<file path="config.mk">
export PLATFORM = sky130hd
export DESIGN_NAME = demux_1_4_tdm
export DESIGN_NICKNAME = d
export VERILOG_FILES = /design/src/rtl/demux_1_4_tdm.sv
export SDC_FILE = /design/constraint.sdc
export NUM_CORES = 1
export LEC_CHECK = 0
export ABC_AREA = 1
export CAP_MARGIN = 0
export CORE_AREA = 2 2 40 42
export CTS_CLUSTER_SIZE = 14
export DETAILED_ROUTE_END_ITERATION = 8
export DIE_AREA = 0 0 42 44
export GPL_TIMING_DRIVEN = 0
export PLACE_DENSITY = 0.72
export SETUP_SLACK_MARGIN = 0.3
export SYNTH_ARGS = -nofsm -noshare
export SYNTH_HDL_FRONTEND = slang
export SYNTH_SLANG_ARGS = --single-unit
</file>
<file path="constraint.sdc">
create_clock -name clk -period 1.8 [get_ports clk]
set_input_delay 0.36 -clock clk [delete_from_list [all_inputs] [get_ports clk]]
set_output_delay 0.36 -clock clk [all_outputs]
set_load 0.02 [all_outputs]
</file>
<file path="src/rtl/demux_1_4_tdm.sv">
// 1:4 TDM demultiplexer: tracks frame alignment off frame_sync and releases four
// channel samples together as one registered frame. Optional err_cnt output via DEMUX_ERR_CNT_EN.
//
// state  | meaning
// HUNT   | not aligned; waiting for a valid sample with frame_sync
// LOCKED | aligned; slot_q is the next expected slot
module demux_1_4_tdm #(
    parameter int WIDTH = 1,
    parameter int NCH   = 4
) (
    input  logic                 clk,
    input  logic                 rst,
    input  logic [WIDTH-1:0]     din,
    input  logic                 din_valid,
    input  logic                 frame_sync,
    output logic [NCH*WIDTH-1:0] frame_data,
    output logic                 frame_valid,
    output logic [1:0]           slot,
    output logic                 locked,
    output logic                 sync_err
`ifdef DEMUX_ERR_CNT_EN
    ,
    output logic [7:0]           err_cnt
`endif
);

    typedef enum logic {HUNT, LOCKED} state_t;

    state_t                 state_q, state_d;
    logic [1:0]             slot_q, slot_d;
    logic [WIDTH-1:0]       shadow_q [0:NCH-2];
    logic [WIDTH-1:0]       shadow_d [0:NCH-2];
    logic [NCH*WIDTH-1:0]   frame_data_q, frame_data_d;
    logic                   frame_valid_q, frame_valid_d;
    logic                   sync_err_q, sync_err_d;
    logic                   err_event;

    always_comb begin
        state_d       = state_q;
        slot_d        = slot_q;
        shadow_d      = shadow_q;
        frame_data_d  = frame_data_q;
        frame_valid_d = 1'b0;
        err_event     = 1'b0;
        if (din_valid) begin
            case (state_q)
                HUNT: begin
                    if (frame_sync) begin
                        shadow_d[0] = din;
                        slot_d      = 2'd1;
                        state_d     = LOCKED;
                    end
                end
                LOCKED: begin
                    if (frame_sync) begin
                        // An early sync aborts the partial frame and realigns on this sample.
                        err_event   = (slot_q != 2'd0);
                        shadow_d[0] = din;
                        slot_d      = 2'd1;
                    end else if (slot_q == 2'd0) begin
                        err_event = 1'b1;
                        state_d   = HUNT;
                    end else if (slot_q == 2'd3) begin
                        frame_data_d  = {din, shadow_q[2], shadow_q[1], shadow_q[0]};
                        frame_valid_d = 1'b1;
                        slot_d        = 2'd0;
                    end else begin
                        shadow_d[slot_q] = din;
                        slot_d           = slot_q + 2'd1;
                    end
                end
                default: state_d = HUNT;
            endcase
        end
        sync_err_d = sync_err_q | err_event;
    end

    always_ff @(posedge clk or posedge rst) begin
        if (rst) begin
            state_q       <= HUNT;
            slot_q        <= 2'd0;
            shadow_q      <= '{default: '0};
            frame_data_q  <= '0;
            frame_valid_q <= 1'b0;
            sync_err_q    <= 1'b0;
        end else begin
            state_q       <= state_d;
            slot_q        <= slot_d;
            shadow_q      <= shadow_d;
            frame_data_q  <= frame_data_d;
            frame_valid_q <= frame_valid_d;
            sync_err_q    <= sync_err_d;
        end
    end

`ifdef DEMUX_ERR_CNT_EN
    logic [7:0] err_cnt_q, err_cnt_d;

    always_comb begin
        err_cnt_d = err_cnt_q;
        if (err_event && (err_cnt_q != 8'hFF)) begin
            err_cnt_d = err_cnt_q + 8'd1;
        end
    end

    always_ff @(posedge clk or posedge rst) begin
        if (rst) begin
            err_cnt_q <= 8'd0;
        end else begin
            err_cnt_q <= err_cnt_d;
        end
    end

    assign err_cnt = err_cnt_q;
`endif

    assign frame_data  = frame_data_q;
    assign frame_valid = frame_valid_q;
    assign slot        = slot_q;
    assign locked      = (state_q == LOCKED);
    assign sync_err    = sync_err_q;

endmodule

</file>
# --- After elaboration in Yosys (flattened, before gate mapping) ---
# Cells that the tools add are included.
totals:
  word_cells: 54
  regBits: 12
  out_inout_bits: 9
op_classes:
  mux: 26
  n_addsub: 1
  magnitude_cmp: 2
  n_eq_ne: 4
  bitwise: 6
  n_reduce_logical: 7
op_table:
  columns: ["cell", "count"]
  rows:
  - ["two-way mux 1 bit", 15]
  - ["AND reduction 5 bit", 2]
  - ["two-way mux 2 bit", 4]
  - ["two-way mux 3 bit", 2]
  - ["inequality test 3 bit, second input constant", 2]
  - ["inverter 1 bit", 4]
  - ["case mux 1 bit (2 select lines)", 2]
  - ["case mux 2 bit (2 select lines)", 1]
  - ["AND reduction 4 bit", 1]
  - ["bitwise mux 3 bit", 1]
  - ["greater-or-equal comparator 3 bit, second input constant", 1]
  - ["< comparator 3 x 1 -> 1 bit, second input constant", 1]
  - ["inverter 2 -> 3 bit", 1]
  - ["AND reduction 3 bit", 1]
  - ["adder 2 x 1 -> 2 bit, second input constant", 1]
  - ["demux 1 bit (select 2 bit)", 1]
  - ["== test 2 bit, second input constant", 1]
  - ["zero test 2 bit", 1]
  - ["inequality test 2 bit, second input constant", 1]
  - ["nonzero test 2 bit", 1]
  - ["logical AND 1 bit", 1]
  - ["bitwise OR 1 bit", 1]

# --- Longest topological paths before layout ---
# Gate-level depths: netlist (run 1).
depth:
  ltp_word: 10
  mapped_depth: 8
  mapped_depth_nobuf: 8

# --- Worst setup path after synthesis (run 1) ---
# Ideal clock, no wire load.
synth_path:
  kind: "register to register"
  from: "register slot_q[0], in the netlist slot[0]"
  to: "register frame_data_q[0], in the netlist frame_data[0]"
  slack_ns: 0.342
  synth_period_minus_slack_ns: 1.458
  setup_time_ns: 0.123
  t_arrival_ns: 1.335
  path_buffers: 0
  required_ns: 1.677
  stages_incl_launch_ff: 8
  cell_sequence: "dfrtp_1 > inv_1 > ha_1 > inv_1 > ha_1 > nand2_1 > o21ai_0 > nand2_1"
synth_via:
  elab_chain_len: 3
synth_lines:
  columns: ["item", "line", "rtl"]
  rows:
  - ["start, declared", "30", "logic [1:0] slot_q, slot_d;"]
  - ["start signal, assigned", "88", "slot_q <= slot_d;"]
  - ["zero test 2 bit", "60", "end else if (slot_q == 2'd0) begin"]
  - ["inverter 1 bit (no source line)", null, null]
  - ["AND reduction 5 bit (no source line) *", null, null]
  - ["end signal, assigned", "90", "frame_data_q <= frame_data_d;"]
  - ["end, declared", "33", "logic [NCH*WIDTH-1:0] frame_data_q, frame_data_d;"]
# Every way passes the cells marked *; elsewhere a longest branch is shown, timed or not.
# A chain may end at the register's enable or synchronous reset.

# --- Worst setup path in the final report (run 1) ---
layout_path:
  from: "register state_q, in the netlist locked"
  to: "output port locked"
layout_rtl:
  columns: ["item", "line", "rtl"]
  rows:
  - ["start, declared", "29", "state_t state_q, state_d;"]
  - ["start signal, assigned", "87", "state_q <= state_d;"]
  - ["end, declared", "19", "output logic locked,"]
# No word-level cell between the ends.

==> reports/metrics.csv, run 1 <==
stage;metric;value;unit
timing;final-report hold violation count;0;
synth;post-synthesis cell type count;12;
floorplanning;x dimension of the die;42;um
place;DP Area;772;um^2
grt;global-route wire length before repair;1.90;mm
finish;fraction of layout cells with a size suffix above 1;0.133;
power;worst supply voltage drop on vdd;0.783;mV
grt;pin count of the biggest net entering global routing;13;
clock_network;root buffer cell;sky130_fd_sc_hd__clkbuf_4;
critical_path;worst-path fanout max;7;
place;cell count after placement;101;
synth;proportion of synthesized chip area in sequential cells;0.475;
clock_network;clock tree buffer depth;2;
power;Power Dens Cells;1470;mW/mm^2
grt;global-route usage over all layers;0.144;
finish;leading cell type in the layout, fill and taps excluded;sky130_fd_sc_hd__nand2_1;
timing;total negative slack;0;ns
floorplanning;die outline area;0.00185;mm^2
timing;transition time at the pin with the least slew margin;0.451;ns
route;remaining design rule violation count;0;
power;leakage power;0.441;nW
clock_network;number of CTS-inserted buffers;3;
place;RePlAce Congestion;0.768;
critical_path;crit end category;output pin;
route;Detailed Routing Iterations Pass 1;4;
critical_path;buffer and inverter count on the worst path;1;
clock_network;clock sink count;12;
floorplanning;number of ports placed on the die boundary;14;
timing;relative slew slack;0.699;
outcome;status;completed;
timing;worst setup skew after layout;0.000974;ns
floorplanning;total number of placement rows;14;
timing;worst-case setup margin in the final layout;0.363;ns
grt;antenna violations before repair;0;
finish;post-layout net count;103;
synth;Synth Instances;73;
route;Wirelength per Cell;10.8;um
timing;minimum clock period after layout;1.44;ns
clock_network;clock-pin slew on the worst setup and hold paths;0.08;ns
critical_path;list of cells traversed by the critical path;dlygate4sd2_1;
route;remaining antenna violation count after routing;0;
floorplanning;floorplan core area;0.00142;mm^2
route;DRT Wirelength;1.15;mm
floorplanning;Die H;44;um
critical_path;Critical Path Source Type;flop;
critical_path;CP Data Arrival Time;1.08;ns
timing;unrepaired setup endpoints after global routing;no;
synth;total standard cell area after synthesis;632;um^2
critical_path;CP peak stage delay;0.45;ns
critical_path;Setup CP Type;flop to output pin;
finish;top library cells by usage in the layout, fill and taps aside;sky130_fd_sc_hd__nand2_1, sky130_fd_sc_hd__dfrtp_1, sky130_fd_sc_hd__dlygate4sd2_1;
flow_run;number of violations of the max-capacitance limit;0;
clock_network;later-pin clock latency in the skew report;0.27;ns
synth;number of warnings printed during yosys synthesis;0;
synth;synthesized netlist net count;85;
finish;Design Area, Final;808;um^2
critical_path;Crit path required time;1.44;ns
finish;area overhead of the layout relative to synthesis;27.9;%
clock_network;CTS tree;done;
place;IO buf count;12;
timing;final count of pins violating max slew;0;
route;via count;511;
finish;antenna diode instance count;0;
synth;number of register bits inferred by synthesis;12;
critical_path;top cell family by delay on the critical path;flip-flops;
floorplanning;Starting Density;0.445;
finish;final core utilization;0.570;
timing;Setup violations, final;0;
synth;post-synthesis average cell area;8.66;um^2
route;DR iter-0 viols;10;
critical_path;Crit-path slowest cell;sky130_fd_sc_hd__dfrtp_1;
timing;final worst-path cycle share;0.798;
grt;overflow left after global routing;0;
worst_hold_path;Tightest Hold Check Type;input port to async pin;
finish;Non-Filler Instances;106;
place;DP Wirelength;863;um
grt;via count of the first global-routing pass;453;
timing;Achievable Freq;696;MHz
clock_network;H-tree depth reported by CTS;1;
route;average via count per standard cell;4.82;
place;pre-CTS setup slack;0.135;ns
flip-flops by register name, indices dropped and copies added (netlist names):
register	cells
frame_data	4
frame_valid	1
locked	1
shadow_q	3
slot	2
sync_err	1
where the power goes:
group / internal [W] / switching, W
sequential: 0.000368 / 0.0000730
clock: 0.000123 / 0.0000934
combinational: 0.000199 / 0.000332
total: 0.000690 / 0.000498
through the flow:
step / hold WS (ns) / power [W]
finish: 0.385 / 0.00119
global route: 0.406 / 0.00129
CTS: 0.390 / 0.00117
detailed placement: 0.457 / 0.00100
global placement: 0.450 / 0.000987
floorplan: 0.225 / 0.000785
per-layer routing:
| metal | vias up | GRT usage | wire, um |
|---|---|---|---|
| li1 | 267 | - | - |
| met2 | 19 | 0.225 | 526 |
| met1 | 223 | 0.173 | 537 |
| met5 | - | 0 | 0 |
| met3 | 2 | 0.0250 | 65 |
| met4 | 0 | 0.123 | 19 |
synth_stat cells:
cell type	n	area [um^2]
sky130_fd_sc_hd__dfrtp_1	12	300
sky130_fd_sc_hd__o21ai_0	7	35.0
sky130_fd_sc_hd__a31o_2	1	8.76
sky130_fd_sc_hd__nand3_1	5	25.0
sky130_fd_sc_hd__buf_4	1	7.51
sky130_fd_sc_hd__nor2_1	2	7.51
sky130_fd_sc_hd__nor2_2	1	6.26
sky130_fd_sc_hd__nand2_1	25	93.8
sky130_fd_sc_hd__ha_1	7	87.6
sky130_fd_sc_hd__nand4_1	3	18.8
sky130_fd_sc_hd__nor2_4	1	11.3
sky130_fd_sc_hd__inv_1	8	30.0
timing repair:
| action | CTS | global route |
|---|---|---|
| endpoints found under the hold margin | 0 | 0 |
| setup endpoints to repair | 10 | 9 |
| hold buffers | 0 | 0 |
| resized for setup | 9 | 6 |
| pin swaps | 0 | 0 |
| buffers inserted | 0 | 1 |
final cells by class:
cell class                 count  area [um^2]
inverter                       8         30.0
buffer                         1         7.51
tap                           16         20.0
fill                         137          611
sequential                    12          302
multi-input combinational     52          297
timing repair buffer          13          116
clock buffer                   4         36.3
cells by family after synthesis:
logic type | share of synthesized area
adder cells (fa/ha/maj) | 0.139
flip-flops | 0.475
AO/OA/AOI/OAI | 0.0693
AND/OR/NAND/NOR | 0.257
buffers and inverters | 0.0594
worst paths after layout:
kind,depth (start not counted),from,slack [ns],endpoint
worst max-delay path,1,locked,0.36,locked
worst min-delay path,2,rst,0.39,sync_err
worst max register to register,5,slot[0],0.42,sync_err
worst min register to register,1,sync_err,0.47,sync_err
max in group asynchronous,2,rst,1.08,slot[0]
min in group clk,2,din_valid,0.40,sync_err
Power figures use the tool's default switching activity.
==> inputs of run 2 (changes only) <==
--- a/config.mk
+++ b/config.mk
@@ -7,12 +7,12 @@
 export LEC_CHECK = 0
 export ABC_AREA = 1
 export CAP_MARGIN = 0
-export CORE_AREA = 2 2 40 42
+export CORE_AREA = 2 2 42 44
 export CTS_CLUSTER_SIZE = 14
 export DETAILED_ROUTE_END_ITERATION = 8
-export DIE_AREA = 0 0 42 44
+export DIE_AREA = 0 0 44 46
 export GPL_TIMING_DRIVEN = 0
-export PLACE_DENSITY = 0.72
+export PLACE_DENSITY = 0.69
 export SETUP_SLACK_MARGIN = 0.3
 export SYNTH_ARGS = -nofsm -noshare
 export SYNTH_HDL_FRONTEND = slang
==> constraint.sdc (replaced) <==
create_clock -name clk -period 1.2 [get_ports clk]
set_input_delay 0.24 -clock clk [delete_from_list [all_inputs] [get_ports clk]]
set_output_delay 0.24 -clock clk [all_outputs]
set_load 0.02 [all_outputs]
==> reports/metrics.csv, run 2 (synthesized netlist as in run 1, its figures left out) <==
stage;metric;value;unit
finish;Non-Filler Instances;116;
grt;overflow left after global routing;0;
timing;final worst-path cycle share;1.04;
route;Detailed Routing Iterations Pass 1;3;
power;leakage power;0.491;nW
critical_path;worst-path fanout max;4;
critical_path;crit end category;flop;
clock_network;clock-pin slew on the worst setup and hold paths;0.08;ns
timing;unrepaired setup endpoints after global routing;yes;
critical_path;critical path depth in cells;5;
power;Net Sw Frac;0.419;
critical_path;Setup CP Type;flop to flop;
critical_path;worst reg2reg path startpoint;slot[1];
clock_network;CTS tree;done;
timing;final hold slack;0.273;ns
finish;top library cells by usage in the layout, fill and taps aside;sky130_fd_sc_hd__nand2_1, sky130_fd_sc_hd__buf_4, sky130_fd_sc_hd__dfrtp_1, sky130_fd_sc_hd__buf_6, sky130_fd_sc_hd__o21ai_1;
clock_network;number of CTS-inserted buffers;3;
timing;minimum clock period after layout;1.25;ns
finish;post-layout net count;112;
route;remaining antenna violation count after routing;0;
critical_path;Crit-path slowest cell;sky130_fd_sc_hd__dfrtp_2;
power;total power consumption of the routed design;0.00234;W
grt;via count of the first global-routing pass;551;
timing;final-report hold violation count;0;
place;cell count after placement;102;
critical_path;list of cells traversed by the critical path;inv_2, ha_4, inv_4, ha_4, a31o_4;
critical_path;Critical Path Source Type;flop;
timing;worst-case setup margin in the final layout;-0.0453;ns
grt;antenna violations before repair;0;
floorplanning;Starting Density;0.391;
floorplanning;Die H;46;um
critical_path;destination of the worst register-to-register timing path;sync_err;
place;IO buf count;12;
grt;global-route wire length before repair;2.30;mm
clock_network;later-pin clock latency in the skew report;0.27;ns
route;DR iter-0 viols;3;
clock_network;Post-CTS Hold Fix Bufs;0;
power;reported net switching power;0.000979;W
floorplanning;number of ports placed on the die boundary;14;
floorplanning;x dimension of the die;44;um
timing;relative slew slack;0.689;
route;remaining design rule violation count;0;
critical_path;Crit path required time;1.37;ns
finish;number of flip-flops under the largest register name;4;
finish;filler cell count;147;
place;DP Area;812;um^2
worst_hold_path;Tightest Hold Check Type;input port to async pin;
timing;transition time at the pin with the least slew margin;0.465;ns
finish;fraction of layout cells with a size suffix above 1;0.434;
route;via count;579;
floorplanning;die outline area;0.00202;mm^2
power;clock network fraction of design power;0.115;
timing;total negative slack;-0.153;ns
critical_path;CP Data Arrival Time;1.41;ns
route;Wirelength per Cell;13.1;um
finish;area overhead of the layout relative to synthesis;54.3;%
power;Power Dens Cells;2400;mW/mm^2
power;internal power;0.00136;W
critical_path;CP peak stage delay;0.44;ns
route;DRT Wirelength;1.52;mm
flow_run;number of violations of the max-capacitance limit;0;
finish;Design Area, Final;975;um^2
timing;worst setup skew after layout;0.00110;ns
critical_path;Register-to-Register Path Depth;5;
power;combinational share of power;0.590;
clock_network;clock tree buffer depth;2;
critical_path;buffer and inverter count on the worst path;2;
clock_network;clock sink count;12;
place;DP Wirelength;917;um
clock_network;H-tree depth reported by CTS;1;
clock_network;root buffer cell;sky130_fd_sc_hd__clkbuf_4;
floorplanning;total number of placement rows;15;
place;RePlAce Congestion;0.839;
timing;Setup violations, final;7;
critical_path;worst-case register-to-register setup slack;-0.05;ns
power;sequential fraction of design power;0.295;
route;average via count per standard cell;4.99;
floorplanning;floorplan core area;0.00161;mm^2
grt;global-route usage over all layers;0.163;
finish;leading cell type in the layout, fill and taps excluded;sky130_fd_sc_hd__nand2_1;
timing;final count of pins violating max slew;0;
finish;antenna diode instance count;0;
power;worst supply voltage drop on vdd;1.25;mV
timing;Achievable Freq;803;MHz
outcome;status;finished, violations left;
critical_path;Worst path most repeated cell;sky130_fd_sc_hd__ha_4;
critical_path;top cell family by delay on the critical path;flip-flops;
grt;pin count of the biggest net entering global routing;13;
outcome;failing checks;negative setup slack;
[run 2: cell types whose count changed in the layout (fill, tap and decap cells not counted), sizes merged]
cell and delta:
buf +18, dlygate4sd2 -9
[run 2: worst max-delay path by stage]
| stage | from | endpoint | slack (ns) |
|---|---|---|---|
| 2_1_floorplan | slot[1] | sync_err | -0.06 |
| 3_3_place_gp | frame_sync | shadow_q[0] | -0.29 |
| 3_5_place_dp | frame_sync | shadow_q[1] | -0.32 |
| 4_1_cts | slot[1] | sync_err | -0.005 |
| 5_1_grt | slot[0] | frame_data[2] | -0.09 |
| 6_report | slot[1] | sync_err | -0.05 |
[run 2: final cells by class]
type | instances | area (um^2) | area share
buffer | 1 | 7.51 | 0.00770
clock buffer | 4 | 26.3 | 0.0270
inverter | 8 | 32.5 | 0.0334
multi-input combinational | 52 | 379 | 0.389
sequential | 12 | 304 | 0.312
tap | 17 | 21.3 | 0.0218
timing repair buffer | 22 | 204 | 0.209
[run 2: worst reg2reg max path, cell delays in order (launching register included)]
cell and delay, ns:
sky130_fd_sc_hd__dfrtp_2 0.44, sky130_fd_sc_hd__inv_2 0.09, sky130_fd_sc_hd__ha_4 0.14, sky130_fd_sc_hd__inv_4 0.04, sky130_fd_sc_hd__ha_4 0.20, sky130_fd_sc_hd__a31o_4 0.22
[run 2: repair_timing]
item | in CTS | in global routing
setup buffers | 6 | 4
pin swaps | 5 | 7
gates resized for setup | 62 | 6
endpoints found under the setup margin | 20 | 21
[run 2: through the flow]
stage / util / setup WS, ns
2_1_floorplan: - / -0.0562
3_3_place_gp: 0.503 / -0.291
3_5_place_dp: 0.503 / -0.323
4_1_cts: 0.571 / -0.00458
5_1_grt: 0.604 / -0.0885
6_report: 0.604 / -0.0453
[run 2: routing by layer]
| metal | track usage | share of wire | vias up |
|---|---|---|---|
| li1 | - | - | 285 |
| met1 | 0.174 | 0.42 | 280 |
| met2 | 0.294 | 0.53 | 12 |
| met3 | 0.0357 | 0.043 | 2 |
| met4 | 0.0970 | 0.0066 | 0 |
| met5 | 0 | 0 | - |
[run 2: power by group through the flow]
| stage | combinational (W) | sequential (W) | clock (W) |
|---|---|---|---|
| finish | 0.00138 | 0.000689 | 0.000269 |
| global route | 0.00150 | 0.000708 | 0.000302 |
| CTS | 0.00121 | 0.000687 | 0.000274 |
| detailed placement | 0.000938 | 0.000697 | 0 |
| global placement | 0.000922 | 0.000689 | 0 |
| floorplan | 0.000496 | 0.000800 | 0 |
==> inputs of run 3 (changes only) <==
--- a/config.mk
+++ b/config.mk
@@ -13,6 +13,7 @@
 export DIE_AREA = 0 0 44 46
 export GPL_TIMING_DRIVEN = 0
 export PLACE_DENSITY = 0.69
+export RECOVER_POWER = 100
 export SETUP_SLACK_MARGIN = 0.3
 export SYNTH_ARGS = -nofsm -noshare
 export SYNTH_HDL_FRONTEND = slang
==> reports/metrics.csv, run 3 (synthesized netlist as in run 1, its figures left out) <==
stage;metric;value;unit
critical_path;Crit path required time;1.37;ns
timing;Achievable Freq;803;MHz
clock_network;Post-CTS Hold Fix Bufs;0;
floorplanning;total number of placement rows;15;
outcome;failing checks;negative setup slack;
timing;worst-case setup margin in the final layout;-0.0453;ns
clock_network;root buffer cell;sky130_fd_sc_hd__clkbuf_4;
timing;relative slew slack;0.689;
clock_network;H-tree depth reported by CTS;1;
finish;post-layout net count;112;
grt;antenna violations before repair;0;
clock_network;CTS tree;done;
worst_hold_path;Tightest Hold Check Type;input port to flop;
place;DP Wirelength;917;um
timing;final worst-path cycle share;1.04;
critical_path;worst-path fanout max;4;
clock_network;clock sink count;12;
finish;filler cell count;147;
grt;overflow left after global routing;0;
route;remaining design rule violation count;0;
route;DRT Wirelength;1.53;mm
route;average via count per standard cell;4.99;
grt;global-route wire length before repair;2.30;mm
place;RePlAce Congestion;0.839;
clock_network;number of CTS-inserted buffers;3;
finish;number of flip-flops under the largest register name;4;
clock_network;later-pin clock latency in the skew report;0.27;ns
outcome;status;finished, violations left;
floorplanning;die outline area;0.00202;mm^2
timing;unrepaired setup endpoints after global routing;yes;
place;DP Area;812;um^2
critical_path;CP peak stage delay;0.44;ns
timing;minimum clock period after layout;1.25;ns
finish;top library cells by usage in the layout, fill and taps aside;sky130_fd_sc_hd__nand2_1, sky130_fd_sc_hd__buf_4, sky130_fd_sc_hd__dfrtp_1;
timing;final count of pins violating max slew;0;
critical_path;Worst path most repeated cell;sky130_fd_sc_hd__ha_4;
critical_path;Setup CP Type;flop to flop;
critical_path;Critical Path Source Type;flop;
place;pre-CTS setup slack;-0.323;ns
floorplanning;Starting Density;0.391;
grt;via count of the first global-routing pass;551;
grt;pin count of the biggest net entering global routing;13;
clock_network;clock-pin slew on the worst setup and hold paths;0.08;ns
finish;fraction of layout cells with a size suffix above 1;0.404;
power;Power Dens Cells;2420;mW/mm^2
power;leakage power;0.471;nW
floorplanning;floorplan core area;0.00161;mm^2
timing;worst setup skew after layout;0.00110;ns
worst_hold_path;startpoint of the most critical hold path;din_valid;
critical_path;worst reg2reg path startpoint;slot[1];
clock_network;clock tree buffer depth;2;
floorplanning;number of ports placed on the die boundary;14;
floorplanning;x dimension of the die;44;um
timing;total negative slack;-0.150;ns
timing;final-report hold violation count;0;
route;Wirelength per Cell;13.2;um
critical_path;CP Data Arrival Time;1.41;ns
place;IO buf count;12;
route;DR iter-0 viols;3;
route;remaining antenna violation count after routing;0;
flow_run;number of violations of the max-capacitance limit;0;
critical_path;Crit-path slowest cell;sky130_fd_sc_hd__dfrtp_2;
critical_path;Critical Path Start;slot[1];
route;via count;579;
critical_path;list of cells traversed by the critical path;inv_2, ha_4, inv_4, ha_4, a31o_4;
power;worst supply voltage drop on vdd;1.24;mV
timing;Setup violations, final;7;
critical_path;crit end category;flop;
timing;transition time at the pin with the least slew margin;0.465;ns
floorplanning;Die H;46;um
finish;antenna diode instance count;0;
finish;Design Area, Final;933;um^2
route;Detailed Routing Iterations Pass 1;3;
finish;leading cell type in the layout, fill and taps excluded;sky130_fd_sc_hd__nand2_1;
grt;global-route usage over all layers;0.163;
finish;area overhead of the layout relative to synthesis;47.7;%
power;total power consumption of the routed design;0.00226;W
-- run 3: cell types whose count changed in the layout (fill, tap and decap cells not counted), sizes merged --
cell,change
buf,-6
dlygate4sd3,+1
clkdlybuf4s50,-1
clkbuf,+6
-- run 3: path summary, 6_finish.rpt --
check	to	slack [ns]	cells after the start
setup / recovery	sync_err	-0.05	5
setup reg to reg	sync_err	-0.05	5
max in group asynchronous	slot[0]	0.45	2
hold reg to reg	shadow_q[2]	0.48	2
min in group asynchronous	frame_data[3]	0.41	2
hold / removal	sync_err	0.29	2
-- run 3: worst max-delay path: cells and delay by family, from the launching register on --
family	cells	cell delay, ns
flip-flops	1	0.44
adder cells (fa/ha/maj)	2	0.34
buffers and inverters	2	0.13
AO/OA/AOI/OAI	1	0.22
-- run 3: cell type report --
type                            count  area [um^2]  share of cell area
Buffer                              1         7.51             0.00804
Sequential cell                    12          304               0.326
Timing Repair Buffer               22          163               0.174
Tap cell                           17         21.3              0.0228
Inverter                            8         32.5              0.0349
Clock buffer                        4         26.3              0.0282
Multi-Input combinational cell     52          379               0.406
-- run 3: report_power, final --
| group | leakage, nW | internal, W | switching [W] |
|---|---|---|---|
| logic | 0.308 | 0.000601 | 0.000709 |
| registers | 0.147 | 0.000558 | 0.000120 |
| clock network | 0.0150 | 0.000129 | 0.000141 |
-- run 3: stage by stage --
step	hold slack, ns	util	std cells
final	0.289	0.578	116
after global routing	0.280	0.578	116
after CTS	0.285	0.571	112
after detailed placement	0.455	0.503	102
after global placement	0.451	0.503	102
after floorplan	0.104	-	73
-- run 3: metal layers --
metal | vias up | routed length (um) | track usage
li1 | 285 | - | -
met1 | 280 | 648 | 0.174
met2 | 12 | 802 | 0.294
met3 | 2 | 72 | 0.0357
met4 | 0 | 10 | 0.0970
met5 | - | 0 | 0
-- run 3: timing repair --
| item | CTS | global route |
|---|---|---|
| endpoints found under the hold margin | 0 | 0 |
| pin swaps | 5 | 7 |
| gates resized for setup | 62 | 6 |
| setup endpoints to repair | 20 | 21 |
| buffers inserted | 6 | 4 |
